==> config.mk <==
export PLATFORM = sky130hd
export DESIGN_NAME = l2_access_sequencer
export DESIGN_NICKNAME = d
export VERILOG_FILES = /design/src/rtl/l2_access_sequencer.sv
export SDC_FILE = /design/constraint.sdc
export NUM_CORES = 1
export LEC_CHECK = 0
export ABC_AREA = 1
export CAP_MARGIN = 10
export CORE_ASPECT_RATIO = 0.8
export CORE_MARGIN = 5
export CORE_UTILIZATION = 40
export DETAILED_ROUTE_END_ITERATION = 10
export PLACE_DENSITY = 0.94
export REMOVE_ABC_BUFFERS = 1
export SLEW_MARGIN = 40
export SYNTH_ARGS = -nofsm -noshare
export SYNTH_HDL_FRONTEND = slang
export SYNTH_SLANG_ARGS = --single-unit
==> constraint.sdc <==
create_clock -name clk -period 2.8 [get_ports clk]
set_clock_uncertainty 0.1 [all_clocks]
set_input_delay 0.84 -clock clk [delete_from_list [all_inputs] [get_ports clk]]
set_output_delay 0.84 -clock clk [all_outputs]
set_load 0.01 [all_outputs]
==> src/rtl/l2_access_sequencer.sv <==
// l2_access_sequencer: per-request L2 controller sequencing lookup, victim writeback, bus fill and MESI/LRU commit
// Optional statistics counters are enabled by defining L2_STATS_EN.
module l2_access_sequencer #(
  parameter int ADDR_W = 32,
  parameter int INDEX_W = 14,
  parameter int TAG_W = 12,
  parameter int WAYS = 8,
  parameter int STAT_W = 32,
  localparam int WAY_W = $clog2(WAYS)
) (
  input  logic clk,
  input  logic reset,
  input  logic req_valid,
  output logic req_ready,
  input  logic req_write,
  input  logic [ADDR_W-1:0] req_addr,
  output logic rsp_valid,
  output logic rsp_hit,
  output logic [INDEX_W-1:0] arr_index,
  output logic [TAG_W-1:0] arr_tag,
  output logic arr_lookup,
  input  logic arr_hit,
  input  logic [WAY_W-1:0] arr_hit_way,
  input  logic [3:0] arr_hit_mesi,
  input  logic [WAY_W-1:0] arr_victim_way,
  input  logic [TAG_W-1:0] arr_victim_tag,
  input  logic [3:0] arr_victim_mesi,
  output logic arr_update,
  output logic [WAY_W-1:0] arr_update_way,
  output logic [TAG_W-1:0] arr_update_tag,
  output logic [3:0] arr_update_mesi,
  output logic bus_req_valid,
  output logic [1:0] bus_req_op,
  output logic [ADDR_W-1:0] bus_req_addr,
  input  logic bus_ack,
  input  logic bus_shared,
  output logic [STAT_W-1:0] stat_hits,
  output logic [STAT_W-1:0] stat_misses,
  output logic [STAT_W-1:0] stat_writebacks
);
  localparam int OFF_W = ADDR_W - INDEX_W - TAG_W;
  localparam logic [3:0] MESI_S = 4'b0010, MESI_E = 4'b0100, MESI_M = 4'b1000;
  typedef enum logic [2:0] {IDLE, LOOKUP, WRITEBACK, FILL, UPGRADE, UPDATE, RESPOND} state_t;
  state_t state;
  logic [ADDR_W-1:0] addr;
  logic wr;
  logic hit;
  logic [WAY_W-1:0] way;
  logic [3:0] mesi;
  logic [ADDR_W-1:0] line_addr;
  assign line_addr = {addr[ADDR_W-1:OFF_W], {OFF_W{1'b0}}};
  assign arr_index = addr[OFF_W +: INDEX_W];
  assign arr_tag = addr[ADDR_W-1 -: TAG_W];
  assign req_ready = state == IDLE;
  assign arr_update_way = way;
  assign arr_update_tag = arr_tag;
  assign arr_update_mesi = mesi;
  always_ff @(posedge clk) begin
    if (reset) begin
      state <= IDLE;
      addr <= '0;
      wr <= 1'b0;
      hit <= 1'b0;
      way <= '0;
      mesi <= '0;
      rsp_valid <= 1'b0;
      rsp_hit <= 1'b0;
      arr_lookup <= 1'b0;
      arr_update <= 1'b0;
      bus_req_valid <= 1'b0;
      bus_req_op <= 2'b00;
      bus_req_addr <= '0;
    end else begin
      rsp_valid <= 1'b0;
      rsp_hit <= 1'b0;
      arr_lookup <= 1'b0;
      arr_update <= 1'b0;
      case (state)
        IDLE: if (req_valid) begin
          addr <= req_addr;
          wr <= req_write;
          arr_lookup <= 1'b1;
          state <= LOOKUP;
        end
        LOOKUP: begin
          hit <= arr_hit;
          way <= arr_hit ? arr_hit_way : arr_victim_way;
          if (arr_hit && wr && arr_hit_mesi == MESI_S) begin
            bus_req_valid <= 1'b1;
            bus_req_op <= 2'b10;
            bus_req_addr <= line_addr;
            state <= UPGRADE;
          end else if (arr_hit) begin
            mesi <= wr ? MESI_M : arr_hit_mesi;
            arr_update <= 1'b1;
            state <= UPDATE;
          end else if (arr_victim_mesi == MESI_M) begin
            bus_req_valid <= 1'b1;
            bus_req_op <= 2'b11;
            bus_req_addr <= {arr_victim_tag, arr_index, {OFF_W{1'b0}}};
            state <= WRITEBACK;
          end else begin
            bus_req_valid <= 1'b1;
            bus_req_op <= {1'b0, wr};
            bus_req_addr <= line_addr;
            state <= FILL;
          end
        end
        // Drop valid for a cycle between the writeback and the fill so each op is distinct.
        WRITEBACK: if (bus_req_valid && bus_ack) begin
          bus_req_valid <= 1'b0;
          bus_req_op <= {1'b0, wr};
          bus_req_addr <= line_addr;
          state <= FILL;
        end
        FILL: if (!bus_req_valid) bus_req_valid <= 1'b1;
        else if (bus_ack) begin
          bus_req_valid <= 1'b0;
          mesi <= wr ? MESI_M : (bus_shared ? MESI_S : MESI_E);
          arr_update <= 1'b1;
          state <= UPDATE;
        end
        UPGRADE: if (bus_req_valid && bus_ack) begin
          bus_req_valid <= 1'b0;
          mesi <= MESI_M;
          arr_update <= 1'b1;
          state <= UPDATE;
        end
        UPDATE: begin
          rsp_valid <= 1'b1;
          rsp_hit <= hit;
          state <= RESPOND;
        end
        default: state <= IDLE;
      endcase
    end
  end
`ifdef L2_STATS_EN
  always_ff @(posedge clk) begin
    if (reset) begin
      stat_hits <= '0;
      stat_misses <= '0;
      stat_writebacks <= '0;
    end else begin
      if (state == LOOKUP && arr_hit) stat_hits <= stat_hits + STAT_W'(~&stat_hits);
      if (state == LOOKUP && !arr_hit) stat_misses <= stat_misses + STAT_W'(~&stat_misses);
      if (state == WRITEBACK && bus_req_valid && bus_ack)
        stat_writebacks <= stat_writebacks + STAT_W'(~&stat_writebacks);
    end
  end
`else
  assign stat_hits = '0;
  assign stat_misses = '0;
  assign stat_writebacks = '0;
`endif
endmodule

==> results.cfg <==
[floorplanning]
fp.dieH_um = 97.8
rows = 32
boundaryPins = 246
die-area_sq_mm = 0.0117
placeableCoreArea_sq_mm = 0.00953
floorplan.initialDensity = 0.405
die-width_um = 120

[sta]
postLayoutSetupSlackWorst_ns = 0.239
finalHoldViolations = 0
hold-worst-slack_ns = 0.353
rsz_0062_raised_after_global_routing = false
final.setup.tns_ns = 0
post-route-min-period_ns = 2.56
maxClockFrequency_mhz = 390
fin_crit_sh = 0.915
maxSlewViolCount = 0
final-setup-viol-count = 0

[grt]
antenna_violations_before_repair = 0
overflow = 0
grt_first_pass_wirelength_um = 16400
via_count_of_the_first_global_routing_pass = 3206
grt_start_max_net_pins = 35
grtUsageTotal = 0.175

[pwr]
power_frac_comb = 0.456
static-leakage-power_nw = 2.21
total_power_divided_by_cell_area_mw_per_mm2 = 963
vdd.ir_drop.worst_mv = 0.512
p_clk_frac = 0.251
power_switching_share = 0.379
net-switching-power_mw = 1.89
seqPwrFrac = 0.293
internal-power_mw = 3.09

[synth]
synth_edf_count = 0
synth_async_sr_flop_share = 0
synth.yosys.seq_area_share = 0.369
syn-mean-instance-area_sq_um = 7.26
postSynthRegisterBits = 71
synth_cell_types = 25
synth_instances = 531
syn-cell-area_sq_mm = 0.00386
synth_top_flop_cell = sky130_fd_sc_hd__dfxtp_1
yosys_warning_total = 0

[clocking]
post_cts_hold_buffer_count = 0
cts_setup_buffers = 0
cts_clk_pin_slew_worst_paths_ns = 0.06
clockRootBuffer = sky130_fd_sc_hd__clkbuf_16
cts_sinks = 71
cts_tree = built
number_of_levels_in_the_clock_h_tree = 3
clock_latency_ns = 0.32
postCtsResizedCells = 0
cts_max_path_buffers = 2
cts_inserted_buffers = 9

[route]
num_vias = 3469
finalWirelength_um = 10800
drcViolationCount = 0
ant_nets = 0
average_wire_length_per_cell_after_detail_routing_um = 13.8
drt-pass1-iter-count = 5
routed_vias_inst = 4.46
dr.first_iter.drc_count = 175

[placed_design]
dp_slack_ns = 0.129
hpwlAfterDp_um = 8020
port-buffer-count = 137
gp_congestion = 0.866

[finish]
multi_input_comb_area_sq_mm = 0.00173
drive_gt1_frac = 0.0578
finalNetCount = 718
area.sequential_sq_mm = 0.00142
utilization = 0.543
n_antenna_cell = 0
area_growth_pct = 34.2
n_fill_cell = 923

[worst_setup_path]
critPathKind = register to output port
crit_path_start_kind = register
critical_path_required_ns = 1.86
timing.critical_path.arrival_ns = 1.62
critical_path_peak_fanout = 6
rrSetupSlack_ns = 0.78
critical_path.endpoint_type = output port

[run]
max-cap-violations = 0

[outcome]
run_status = finished clean

[hold_path]
holdCritPathClass = register to register
## cell families (layout without fill, tap and decap cells)
logic type,after synthesis,in the layout,synth area share
AO/OA/AOI/OAI,64,64,0.0879
buffers and inverters,159,185,0.280
flip-flops,71,71,0.369
AND/OR/NAND/NOR,236,236,0.262
other,1,102,0.000972
## cells in the mapped netlist (2+ instances only)
cell type / number / area share
sky130_fd_sc_hd__dfxtp_1: 71 / 0.37
sky130_fd_sc_hd__o21ai_0: 18 / 0.023
sky130_fd_sc_hd__nand2_1: 90 / 0.088
sky130_fd_sc_hd__a31oi_1: 3 / 0.0049
sky130_fd_sc_hd__inv_2: 2 / 0.0019
sky130_fd_sc_hd__nor2_4: 2 / 0.0058
sky130_fd_sc_hd__o21ai_1: 6 / 0.0078
sky130_fd_sc_hd__nor2_1: 78 / 0.076
sky130_fd_sc_hd__nand2_2: 3 / 0.0049
sky130_fd_sc_hd__buf_4: 117 / 0.23
sky130_fd_sc_hd__nand3_1: 57 / 0.074
sky130_fd_sc_hd__buf_2: 5 / 0.0065
sky130_fd_sc_hd__a21oi_1: 34 / 0.044
sky130_fd_sc_hd__buf_6: 5 / 0.015
sky130_fd_sc_hd__inv_1: 20 / 0.019
sky130_fd_sc_hd__clkbuf_1: 8 / 0.0078
sky130_fd_sc_hd__buf_1: 2 / 0.0019
sky130_fd_sc_hd__nand4_1: 2 / 0.0032
sky130_fd_sc_hd__nand3_2: 2 / 0.0052
## sequential cells by signal, summed over array words and instances (netlist names), 2 cells and up
signal,cells
bus_req_addr,26
addr,26
arr_update_way,3
arr_update_mesi,4
bus_req_op,2
state,3
## routing by layer
metal	routed length, um	vias to the layer above	GRT usage	share of wire
li1	-	1727	-	-
met1	4390	1578	0.206	0.41
met2	5450	149	0.306	0.51
met3	815	15	0.0614	0.076
met4	99	0	0.0440	0.0092
met5	0	-	0	0
## critical path: stages (launching register included)
cell and delay [ns]:
sky130_fd_sc_hd__dfxtp_1 0.38, sky130_fd_sc_hd__nor2_1 0.19, sky130_fd_sc_hd__nand2_1 0.10, sky130_fd_sc_hd__inv_2 0.08, sky130_fd_sc_hd__clkdlybuf4s50_1 0.54
## power by group through the flow
stage	sequential (mW)	clock (mW)	combinational, mW
floorplan	1.58	0	1.09
global placement	1.47	0	2.23
detailed placement	1.48	0	2.27
CTS	1.46	1.28	2.28
global route	1.49	1.33	2.52
finish	1.46	1.25	2.27
## through the flow
| step | cells | total power [mW] | area [sq um] |
|---|---|---|---|
| CTS | 777 | 5.03 | 5170 |
| global route | 777 | 5.34 | 5170 |
| detailed placement | 761 | 3.75 | 4840 |
| global placement | 761 | 3.69 | 4840 |
| floorplan | 495 | 2.67 | 3240 |
| finish | 777 | 4.98 | 5170 |
## final cells by class
type,instances,area share
Sequential cell,71,0.275
Timing Repair Buffer,147,0.281
Clock buffer,11,0.0489
Clock inverter,5,0.0155
Inverter,22,0.0160
Multi-Input combinational cell,402,0.335
Tap cell,119,0.0288
## cell usage in the layout (no fill, tap or decap), drive strengths merged
cell type and count:
o21ai 24, a31oi 3, buf 11, bufinv 2
conb 102, clkinvlp 2, inv 22, a211oi 1
a21oi 35, nor2 80, nor3 1, dfxtp 71
clkinv 1, nand3 60, clkdlybuf4s50 136, o22ai 1
clkbuf 11, nand2 93, nand4 2
## path summary, 6_finish.rpt
path                               from                    end  cells past startpoint
setup / recovery  state[0]$_SDFFE_PP0P_              req_ready                      4
hold / removal         hit$_SDFFE_PP0N_     rsp_hit$_SDFF_PP0_                      2
setup reg to reg  state[0]$_SDFFE_PP0P_  addr[22]$_SDFFE_PP0P_                      8
hold reg to reg        hit$_SDFFE_PP0N_     rsp_hit$_SDFF_PP0_                      2
Note: power is estimated with default switching activity, not from simulation.
